`src/rtl/isq_pkg.sv`:
```
// Shared types, widths and ROB age helper for the integer issue queue.
`ifndef ISQ_PKG_DEFS
`define ISQ_PKG_DEFS
`define ISQ_PAYLOAD_W 117
`define PREG_RANGE 5:0
`define ROB_SIZE_LOG 5
`endif

package isq_pkg;

    localparam int unsigned PREG_W        = 6;
    localparam int unsigned ROB_W         = `ROB_SIZE_LOG;
    localparam int unsigned ISQ_PAYLOAD_W = `ISQ_PAYLOAD_W;

    // Decode/rename fields carried through the queue untouched
    typedef struct packed {
        logic [31:0] pc;
        logic [31:0] instr;
        logic [31:0] imm;
        logic [3:0]  types;
        logic [4:0]  lrd;
        logic [5:0]  old_prd;
        logic [1:0]  ls_size;
        logic [3:0]  flags;
    } isq_payload_t;

    // Scheduling state of one queue slot
    typedef struct packed {
        logic              valid;
        logic              src1_rdy;
        logic              src2_rdy;
        logic              src1_is_reg;
        logic              src2_is_reg;
        logic [PREG_W-1:0] prs1;
        logic [PREG_W-1:0] prs2;
        logic [PREG_W-1:0] prd;
        logic              need_to_wb;
        logic              robidx_flag;
        logic [ROB_W-1:0]  robidx;
    } isq_entry_t;

    // True when ROB position a is strictly younger than position b
    function automatic logic rob_younger(
        input logic             flag_a,
        input logic [ROB_W-1:0] idx_a,
        input logic             flag_b,
        input logic [ROB_W-1:0] idx_b
    );
        return ((flag_a == flag_b) && (idx_a > idx_b)) ||
               ((flag_a != flag_b) && (idx_a < idx_b));
    endfunction

endpackage

```
`src/rtl/isq_entry_wakeup.sv`:
```
// Per-entry CAM compare of source pregs against both writeback ports.
module isq_entry_wakeup
    import isq_pkg::*;
(
    input  logic              src1_rdy,
    input  logic              src2_rdy,
    input  logic [PREG_W-1:0] prs1,
    input  logic [PREG_W-1:0] prs2,
    input  logic              wb0_valid,
    input  logic [PREG_W-1:0] wb0_prd,
    input  logic              wb1_valid,
    input  logic [PREG_W-1:0] wb1_prd,
    output logic              src1_rdy_nxt,
    output logic              src2_rdy_nxt
);

    // A source becomes ready once any valid writeback names its preg
    always_comb begin
        src1_rdy_nxt = src1_rdy | (wb0_valid & (wb0_prd == prs1)) | (wb1_valid & (wb1_prd == prs1));
        src2_rdy_nxt = src2_rdy | (wb0_valid & (wb0_prd == prs2)) | (wb1_valid & (wb1_prd == prs2));
    end

endmodule

```
`src/rtl/int_issue_queue.sv`:
```
// Collapsing age-ordered integer issue queue: entry 0 is oldest, one issue per cycle.
module int_issue_queue
    import isq_pkg::*;
#(
    parameter int unsigned DEPTH     = 8,
    parameter int unsigned PAYLOAD_W = ISQ_PAYLOAD_W
) (
    input  logic                   clock,
    input  logic                   reset,
    input  logic                   enq_valid,
    output logic                   enq_ready,
    input  logic [PAYLOAD_W-1:0]   enq_payload,
    input  logic                   enq_src1_is_reg,
    input  logic                   enq_src2_is_reg,
    input  logic [PREG_W-1:0]      enq_prs1,
    input  logic [PREG_W-1:0]      enq_prs2,
    input  logic                   enq_src1_busy,
    input  logic                   enq_src2_busy,
    input  logic [PREG_W-1:0]      enq_prd,
    input  logic                   enq_need_to_wb,
    input  logic                   enq_robidx_flag,
    input  logic [ROB_W-1:0]       enq_robidx,
    input  logic                   wb0_valid,
    input  logic [PREG_W-1:0]      wb0_prd,
    input  logic                   wb1_valid,
    input  logic [PREG_W-1:0]      wb1_prd,
    input  logic                   flush_valid,
    input  logic                   flush_robidx_flag,
    input  logic [ROB_W-1:0]       flush_robidx,
    output logic                   issue_valid,
    input  logic                   issue_ready,
    output logic [PAYLOAD_W-1:0]   issue_payload,
    output logic [PREG_W-1:0]      issue_prs1,
    output logic [PREG_W-1:0]      issue_prs2,
    output logic [PREG_W-1:0]      issue_prd,
    output logic                   issue_src1_is_reg,
    output logic                   issue_src2_is_reg,
    output logic                   issue_need_to_wb,
    output logic                   issue_robidx_flag,
    output logic [ROB_W-1:0]       issue_robidx,
    output logic [$clog2(DEPTH):0] count
);

    localparam int unsigned SEL_W = $clog2(DEPTH);
    localparam int unsigned CNT_W = SEL_W + 1;

    isq_entry_t           ent_q [DEPTH];
    isq_entry_t           ent_d [DEPTH];
    isq_entry_t           woke  [DEPTH];
    logic [PAYLOAD_W-1:0] pay_q [DEPTH];
    logic [PAYLOAD_W-1:0] pay_d [DEPTH];
    logic [CNT_W-1:0]     count_q, count_d, tail, survivors;
    logic [DEPTH-1:0]     rdy1_nxt, rdy2_nxt, ready, killed;
    logic [SEL_W-1:0]     sel;
    logic                 enq_fire, issue_fire;
    logic                 enq_rdy1_base, enq_rdy2_base, enq_rdy1, enq_rdy2;
    isq_entry_t           enq_ent;

    for (genvar g = 0; g < DEPTH; g++) begin : g_wake
        isq_entry_wakeup u_wake (
            .src1_rdy     (ent_q[g].src1_rdy),
            .src2_rdy     (ent_q[g].src2_rdy),
            .prs1         (ent_q[g].prs1),
            .prs2         (ent_q[g].prs2),
            .wb0_valid    (wb0_valid),
            .wb0_prd      (wb0_prd),
            .wb1_valid    (wb1_valid),
            .wb1_prd      (wb1_prd),
            .src1_rdy_nxt (rdy1_nxt[g]),
            .src2_rdy_nxt (rdy2_nxt[g])
        );
    end

    // Preg 0 and non-register sources are ready on arrival
    assign enq_rdy1_base = ~enq_src1_is_reg | ~enq_src1_busy | (enq_prs1 == '0);
    assign enq_rdy2_base = ~enq_src2_is_reg | ~enq_src2_busy | (enq_prs2 == '0);

    isq_entry_wakeup u_enq_bypass (
        .src1_rdy     (enq_rdy1_base),
        .src2_rdy     (enq_rdy2_base),
        .prs1         (enq_prs1),
        .prs2         (enq_prs2),
        .wb0_valid    (wb0_valid),
        .wb0_prd      (wb0_prd),
        .wb1_valid    (wb1_valid),
        .wb1_prd      (wb1_prd),
        .src1_rdy_nxt (enq_rdy1),
        .src2_rdy_nxt (enq_rdy2)
    );

    // Per-entry readiness, flush kill mask, survivor count and wakeup-applied view
    always_comb begin
        survivors = '0;
        for (int i = 0; i < DEPTH; i++) begin
            ready[i]  = ent_q[i].valid & ent_q[i].src1_rdy & ent_q[i].src2_rdy;
            killed[i] = ent_q[i].valid & rob_younger(ent_q[i].robidx_flag, ent_q[i].robidx,
                                                     flush_robidx_flag, flush_robidx);
            survivors = survivors + CNT_W'(ent_q[i].valid & ~killed[i]);
            woke[i]          = ent_q[i];
            woke[i].src1_rdy = rdy1_nxt[i];
            woke[i].src2_rdy = rdy2_nxt[i];
        end
    end

    // Oldest ready entry wins selection
    always_comb begin
        sel = '0;
        for (int i = DEPTH - 1; i >= 0; i--) begin
            if (ready[i]) sel = SEL_W'(i);
        end
    end

    assign enq_ready   = (count_q != CNT_W'(DEPTH)) & ~flush_valid;
    assign issue_valid = (|ready) & ~flush_valid;
    assign enq_fire    = enq_valid & enq_ready;
    assign issue_fire  = issue_valid & issue_ready;
    assign tail        = count_q - CNT_W'(issue_fire);
    assign count       = count_q;

    assign issue_payload     = pay_q[sel];
    assign issue_prs1        = ent_q[sel].prs1;
    assign issue_prs2        = ent_q[sel].prs2;
    assign issue_prd         = ent_q[sel].prd;
    assign issue_src1_is_reg = ent_q[sel].src1_is_reg;
    assign issue_src2_is_reg = ent_q[sel].src2_is_reg;
    assign issue_need_to_wb  = ent_q[sel].need_to_wb;
    assign issue_robidx_flag = ent_q[sel].robidx_flag;
    assign issue_robidx      = ent_q[sel].robidx;

    // Newly dispatched entry with bypassed readiness
    always_comb begin
        enq_ent             = '0;
        enq_ent.valid       = 1'b1;
        enq_ent.src1_rdy    = enq_rdy1;
        enq_ent.src2_rdy    = enq_rdy2;
        enq_ent.src1_is_reg = enq_src1_is_reg;
        enq_ent.src2_is_reg = enq_src2_is_reg;
        enq_ent.prs1        = enq_prs1;
        enq_ent.prs2        = enq_prs2;
        enq_ent.prd         = enq_prd;
        enq_ent.need_to_wb  = enq_need_to_wb;
        enq_ent.robidx_flag = enq_robidx_flag;
        enq_ent.robidx      = enq_robidx;
    end

    // Next storage: flush truncates the young suffix, else collapse on issue then tail write
    always_comb begin
        count_d = count_q;
        for (int i = 0; i < DEPTH; i++) begin
            ent_d[i] = woke[i];
            pay_d[i] = pay_q[i];
        end
        if (flush_valid) begin
            for (int i = 0; i < DEPTH; i++) begin
                if (killed[i]) ent_d[i].valid = 1'b0;
            end
            count_d = survivors;
        end else begin
            if (issue_fire) begin
                for (int i = 0; i < DEPTH - 1; i++) begin
                    if (SEL_W'(i) >= sel) begin
                        ent_d[i] = woke[i + 1];
                        pay_d[i] = pay_q[i + 1];
                    end
                end
                ent_d[DEPTH - 1].valid = 1'b0;
            end
            if (enq_fire) begin
                for (int i = 0; i < DEPTH; i++) begin
                    if (CNT_W'(i) == tail) begin
                        ent_d[i] = enq_ent;
                        pay_d[i] = enq_payload;
                    end
                end
            end
            count_d = count_q + CNT_W'(enq_fire) - CNT_W'(issue_fire);
        end
    end

    // Scheduling state and occupancy, cleared asynchronously
    always_ff @(posedge clock or posedge reset) begin
        if (reset) begin
            count_q <= '0;
            for (int i = 0; i < DEPTH; i++) ent_q[i] <= '0;
        end else begin
            count_q <= count_d;
            for (int i = 0; i < DEPTH; i++) ent_q[i] <= ent_d[i];
        end
    end

    // Pass-through payload storage
    always_ff @(posedge clock) begin
        for (int i = 0; i < DEPTH; i++) pay_q[i] <= pay_d[i];
    end

endmodule

```
`config.mk`:
```
export PLATFORM = sky130hd
export DESIGN_NAME = int_issue_queue
export DESIGN_NICKNAME = d
export VERILOG_FILES = /design/src/rtl/isq_pkg.sv /design/src/rtl/isq_entry_wakeup.sv /design/src/rtl/int_issue_queue.sv
export SDC_FILE = /design/constraint.sdc
export NUM_CORES = 2
export LEC_CHECK = 0
export CORE_MARGIN = 5
export CORE_UTILIZATION = 56
export CTS_BUF_LIST = sky130_fd_sc_hd__clkbuf_16
export DETAILED_ROUTE_END_ITERATION = 10
export GPL_TIMING_DRIVEN = 0
export PLACE_DENSITY_LB_ADDON = 0.25
export SYNTH_ARGS = -nofsm -noshare
export SYNTH_HDL_FRONTEND = slang
export SYNTH_SLANG_ARGS = --single-unit
```
`constraint.sdc`:
```
create_clock -name clock -period 17.2 [get_ports clock]
set_input_delay 3.44 -clock clock [delete_from_list [all_inputs] [get_ports clock]]
set_output_delay 3.44 -clock clock [all_outputs]
set_load 0.05 [all_outputs]
```
Word level (Yosys, flattened, before mapping)
Memory sizes are Yosys's and may differ from the RTL's.
Cells that the tools add are included.
{"block": "word_totals", "ramBits": 936, "inputBits": 171, "ff_bits": 244, "word_cells": 418, "out_inout_bits": 150, "memories": 1}
{"name": "pay_q", "depth": 8, "width": 117, "rd": 9, "rd_clocked_by_memory_dff": 0, "wr": 8, "line_no": "int_issue_queue.sv:50", "rtl": "logic [PAYLOAD_W-1:0] pay_q [DEPTH];"}
{"block": "op_classes", "reduce_logical": 29, "addsub": 10, "bitwise": 126, "magnitude_cmp": 24, "mux": 71, "eq_ne": 68}
{"cell": "2-to-1 mux 936 bit", "n": 2}
{"cell": "2-to-1 mux 117 bit", "n": 15}
{"cell": "2-to-1 mux 819 bit", "n": 1}
{"cell": "2-to-1 mux 30 bit", "n": 15}
{"cell": "2-to-1 mux 240 bit", "n": 1}
{"cell": "2-to-1 mux 29 bit", "n": 8}
{"cell": "equality test 6 bit", "n": 36}
{"cell": "2-to-1 mux 211 bit", "n": 1}
{"cell": "binary-select mux 30 bit (select 3 bit)", "n": 1}
{"cell": "bitwise AND 1 bit", "n": 64}
{"cell": "2-to-1 mux 27 bit", "n": 2}
{"cell": "greater-than comparator 5 bit", "n": 8}
{"cell": "< comparator 5 bit", "n": 8}
{"cell": "bitwise OR 1 bit", "n": 40}
{"cell": "bitwise AND 1 x 4 -> 4 bit", "n": 8}
{"cell": "inverter 1 -> 4 bit", "n": 8}
{"cell": "adder 4 bit", "n": 7}
{"cell": "2-to-1 mux 3 bit", "n": 8}
{"cell": "equality test 3 x 4 -> 1 bit (first input constant)", "n": 4}
{"cell": "logical AND 1 bit", "n": 16}
{"cell": "2-to-1 mux 1 bit", "n": 16}
{"cell": "inequality test 2 x 1 -> 1 bit (second input constant)", "n": 8}
{"cell": "zero test 6 bit", "n": 2}
{"cell": "greater-or-equal comparator 3 bit (first input constant)", "n": 3}
{"cell": "other kinds (17)", "n": 46}

Longest topological paths before layout
{"block": "logic_depth", "word_depth": 16, "ltp_mapped": 18, "ltp_nobuf": 18}

Hierarchy
Synthesis repeated with hierarchy kept, for this count alone.
{"block": "unflattened", "cells_unflattened": 6859, "hier_area_um2": 68612.1}
{"mod": "int_issue_queue", "cells_each": 6553, "instances": 1, "area_per_inst_um2": 66157.2, "seq_area_each_um2": 34212.8}
{"mod": "isq_entry_wakeup", "cells_each": 34, "instances": 9, "area_per_inst_um2": 272.8, "seq_area_each_um2": 0.0}

Least setup slack after synthesis
OpenSTA, ideal clock, no wires.
{"block": "synth_timing", "path_type": "input to output", "from": "input port flush_valid", "to": "output port enq_ready", "path_buffers": 1, "slack_ps": 160, "path_stages": 3, "t_arrival_ps": 13600, "required_ps": 13760, "path_cell_list": "buf_2 clkinv_2 and2_1"}
{"block": "synth_between", "elab_chain_len": 2}
{"element": "from (decl)", "line_no": "int_issue_queue.sv:27", "rtl": "input logic flush_valid,"}
{"element": "inverter 1 bit (no source line)"}
{"element": "bitwise AND 1 bit", "line_no": "int_issue_queue.sv:113", "rtl": "assign enq_ready = (count_q != CNT_W'(DEPTH)) & ~flush_valid;"}
{"element": "to (decl)", "line_no": "int_issue_queue.sv:11", "rtl": "output logic enq_ready,"}
No other way between the ends.

Worst setup path after layout
{"block": "layout_timing", "from": "register ent_q[207] (netlist name)", "to": "output port issue_robidx[4]"}
{"block": "layout_between", "elab_chain_len": 7}
{"element": "bitwise AND 1 bit", "line_no": "int_issue_queue.sv:95", "rtl": "ready[i] = ent_q[i].valid & ent_q[i].src1_rdy & ent_q[i].src2_rdy;"}
{"element": "2-to-1 mux 3 bit (2 in series)", "line_no": "int_issue_queue.sv:109", "rtl": "if (ready[i]) sel = SEL_W'(i);"}
{"element": "inverter 3 -> 4 bit (not written as such)", "line_no": "int_issue_queue.sv:128", "rtl": "assign issue_robidx = ent_q[sel].robidx;"}
{"element": "binary-select mux 30 bit (select 3 bit)", "line_no": "int_issue_queue.sv:128"}
{"element": "2-to-1 mux 27 bit (not written as such) (2 in series)", "line_no": "int_issue_queue.sv:128"}
{"element": "to (decl)", "line_no": "int_issue_queue.sv:40", "rtl": "output logic [ROB_W-1:0] issue_robidx,"}
No other way between the ends. The select of a mux whose other input is x is not followed.

==> results.md <==
- Vias in the first global route: 55.39k
- CP Data Required Time: 13760 ps
- Fraction of layout cells with a size suffix above 1: 8.528%
- Crit Path Class: flop to output port
- Max_cap viols: 0
- Footprint of the multi-input gates: 32350 um^2
- Final min period: 9062 ps
- Number of I/O port buffers: 289
- Mapped Cells: 6591
- Synth Warn #: 0
- Period utilization: 52.69%
- PostCTS Resize Cnt: 0
- Die Y: 361.6 um
- EDFF count, synth: 936
- Non-Filler Instances: 8798
- R2R depth: 14
- Total wire length: 238300 um
- Max Clock Freq: 110.4 MHz
- Num ports: 321
- Ys async rst share: 20.68%
- RSZ-0062 raised after global routing: no
- Launch point of the worst path: ent_q[207]
- Peak supply drop: 0.0003752 V
- Syn_nets: 6818
- Cells on Worst Hold Path: 2
- Top_reg_cell synth: edfxtp_1
- Setup Skew: 26.27 ps
- TritonCTS clock tree: built
- CTS buffer count: 135
- Worst R2R Start: ent_q[207]
- Initial antenna violation count: 33
- Core area: 123300 um^2
- Clock-pin slew on the worst setup and hold paths: 60 ps
- Final hold violation count: 0
- Worst-margin pin slew: 1404 ps
- Post-placement cell count: 8531
- Worst-Skew Late Latency: 780 ps
- Clock sinks: 1180
- Reg2reg end: pay_q[2][1]
- Final number of setup-violating endpoints: 0
- Register area share after synthesis: 49.42%
- Post-route DRC: 0
- Crit start category: flop
- Die X-Extent: 361.6 um
- FP Rows: 129
- Critical path data arrival time: 5620 ps
- Routed wire per std cell: 27.09 um
- Routed Antenna Nets: 0
- Leakage power: 28.40 nW
- Iteration-0 DRC Markers: 7925
- Total track usage: 35.15%
- Post-Syn Area per Cell: 10.50 um^2
- Max-slew headroom: 6.324%
- Initial DRT Pass Iterations: 8
- Setup_tns: 0 ps
- Pin count of the biggest net entering global routing: 169
- Flop2flop setup slack: 11860 ps
- Pwr Density: 224.5 nW/um^2
- Die Footprint: 130800 um^2
- Status: complete, no violations
- Mapped Area: 69230 um^2
- CP Capture Type: output port
- Fillers: 9981
- Worst Hold Class: flop to flop
- Max Slew Vio Count: 0
- Wire length of the first global-routing pass: 351500 um
- CTS Hold Bufs: 0
- Vias/cell: 6.479
- H-Tree Depth: 4
- Final #Nets: 7258
- Grt total ovfl: 0
- Clk root buf: clkbuf_16
- Post-CTS Setup Inserts: 0
- P&R area growth vs syn: 13.99%
- Critical Path Sink: issue_robidx[4]
- Seq cells post-synth: 1180
- GP Congestion: 0.9713
- Critical Path Fanout Max: 10
- Seq. cell area: 34210 um^2
- Cell variety after synth: 60
- Via count: 57.00k
- Clock buffer depth: 3
- Initial Util: 56.14%
- Post-DP HPWL: 165000 um
==> cells by family after synthesis <==
kind of cell / count (synthesis) / share of synthesized area, %
xor gates and xnor gates: 228 / 2.884
adders and majority gates: 56 / 1.066
AOI/OAI and AO/OA: 1533 / 13.90
buffers and inverters: 591 / 3.889
DFF: 1180 / 49.42
and+or+nand+nor: 1677 / 9.629
muxes: 1326 / 19.22
==> metal layers <==
| metal | global-route usage, % | up-vias | part of all wire, % |
|---|---|---|---|
| li1 | - | 25090 | - |
| met1 | 46.73 | 27850 | 38 |
| met2 | 54.33 | 3418 | 45 |
| met3 | 9.031 | 636 | 11 |
| met4 | 16.49 | 10 | 5.1 |
| met5 | 0 | - | 0.028 |
==> where the power goes <==
part | internal (mW) | total, mW | switching [mW]
logic | 3.47 | 9.92 | 6.45
clock network | 1.61 | 2.85 | 1.23
registers | 4.17 | 4.95 | 0.778
total | 9.25 | 17.7 | 8.46
==> layout make-up <==
| type | instances | share of cell area [%] |
|---|---|---|
| Tap cell | 1637 | 2.595 |
| Buffer | 559 | 3.279 |
| Multi-Input combinational cell | 4820 | 40.99 |
| Clock inverter | 105 | 0.9259 |
| Clock buffer | 142 | 4.503 |
| Antenna cell | 20 | 0.06342 |
| Timing Repair Buffer | 303 | 4.113 |
| Sequential cell | 1180 | 43.35 |
| Inverter | 32 | 0.1776 |
==> critical path, cell delays in order (launching register included) <==
cell,delay (ps)
dfrtp_1,500
nand3_1,230
and2_1,220
clkbuf_1,160
and2_1,180
buf_2,380
buf_2,450
buf_1,460
a221oi_1,1240
clkdlybuf4s50_1,1000
==> synth_stat cells, drive strengths merged, types with 6 or more instances <==
cell / n / area [um^2]
a32o: 144 / 1441
ha: 51 / 638.1
and2: 7 / 43.79
clkbuf: 247 / 930.9
nand4: 37 / 246.5
a21oi: 459 / 2308
inv: 31 / 116.4
nand3: 11 / 70.07
a31oi: 6 / 37.54
buf: 312 / 1640
nor2: 315 / 1185
xor2: 116 / 1016
mux2i: 1300 / 13010
nor3: 18 / 95.09
a21o: 12 / 90.09
mux2: 26 / 292.8
nand2: 1216 / 4564
nor2b: 9 / 56.30
a221oi: 146 / 1785
nor4: 36 / 225.2
o21ai: 737 / 3692
edfxtp: 936 / 28110
and3: 13 / 81.33
dfrtp: 244 / 6106
xnor2: 112 / 980.9
==> worst min path at each step <==
stage / from / to / slack (ps)
final: ent_q[11] / ent_q[11] / 500
after global routing: ent_q[9] / ent_q[9] / 540
after CTS: ent_q[11] / ent_q[11] / 500
after detailed placement: ent_q[11] / ent_q[11] / 490
after global placement: ent_q[7] / ent_q[7] / 490
after floorplan: ent_q[10] / ent_q[10] / 470
==> state kept, by name, indices dropped and copies added, names as in the netlist <==
name / cells
pay_q: 936
count: 4
ent_q: 240
==> through the flow <==
stage          setup WS, ps  utilization (%)  total power, mW  instance area, um^2  hold WS [ps]
2_1_floorplan         159.9                -            11.37                69230         467.6
3_3_place_gp          -4997            60.15            14.55                74170         488.9
3_5_place_dp           8485            60.48            14.71                74580         485.9
4_1_cts                8450            63.96            17.55                78870         501.4
5_1_grt                8104            63.97            18.38                78880         536.3
6_report               8138            64.00            17.71                78920         504.9
==> cells in the final DEF (no fill, tap or decap), drive strengths merged, types with 244 or more instances in the layout <==
cell type / count
a21oi: 459
buf: 326
clkbuf: 389
clkdlybuf4s50: 289
dfrtp: 244
edfxtp: 936
mux2i: 1300
nand2: 1216
nor2: 315
o21ai: 737
Power figures use the tool's default switching activity.
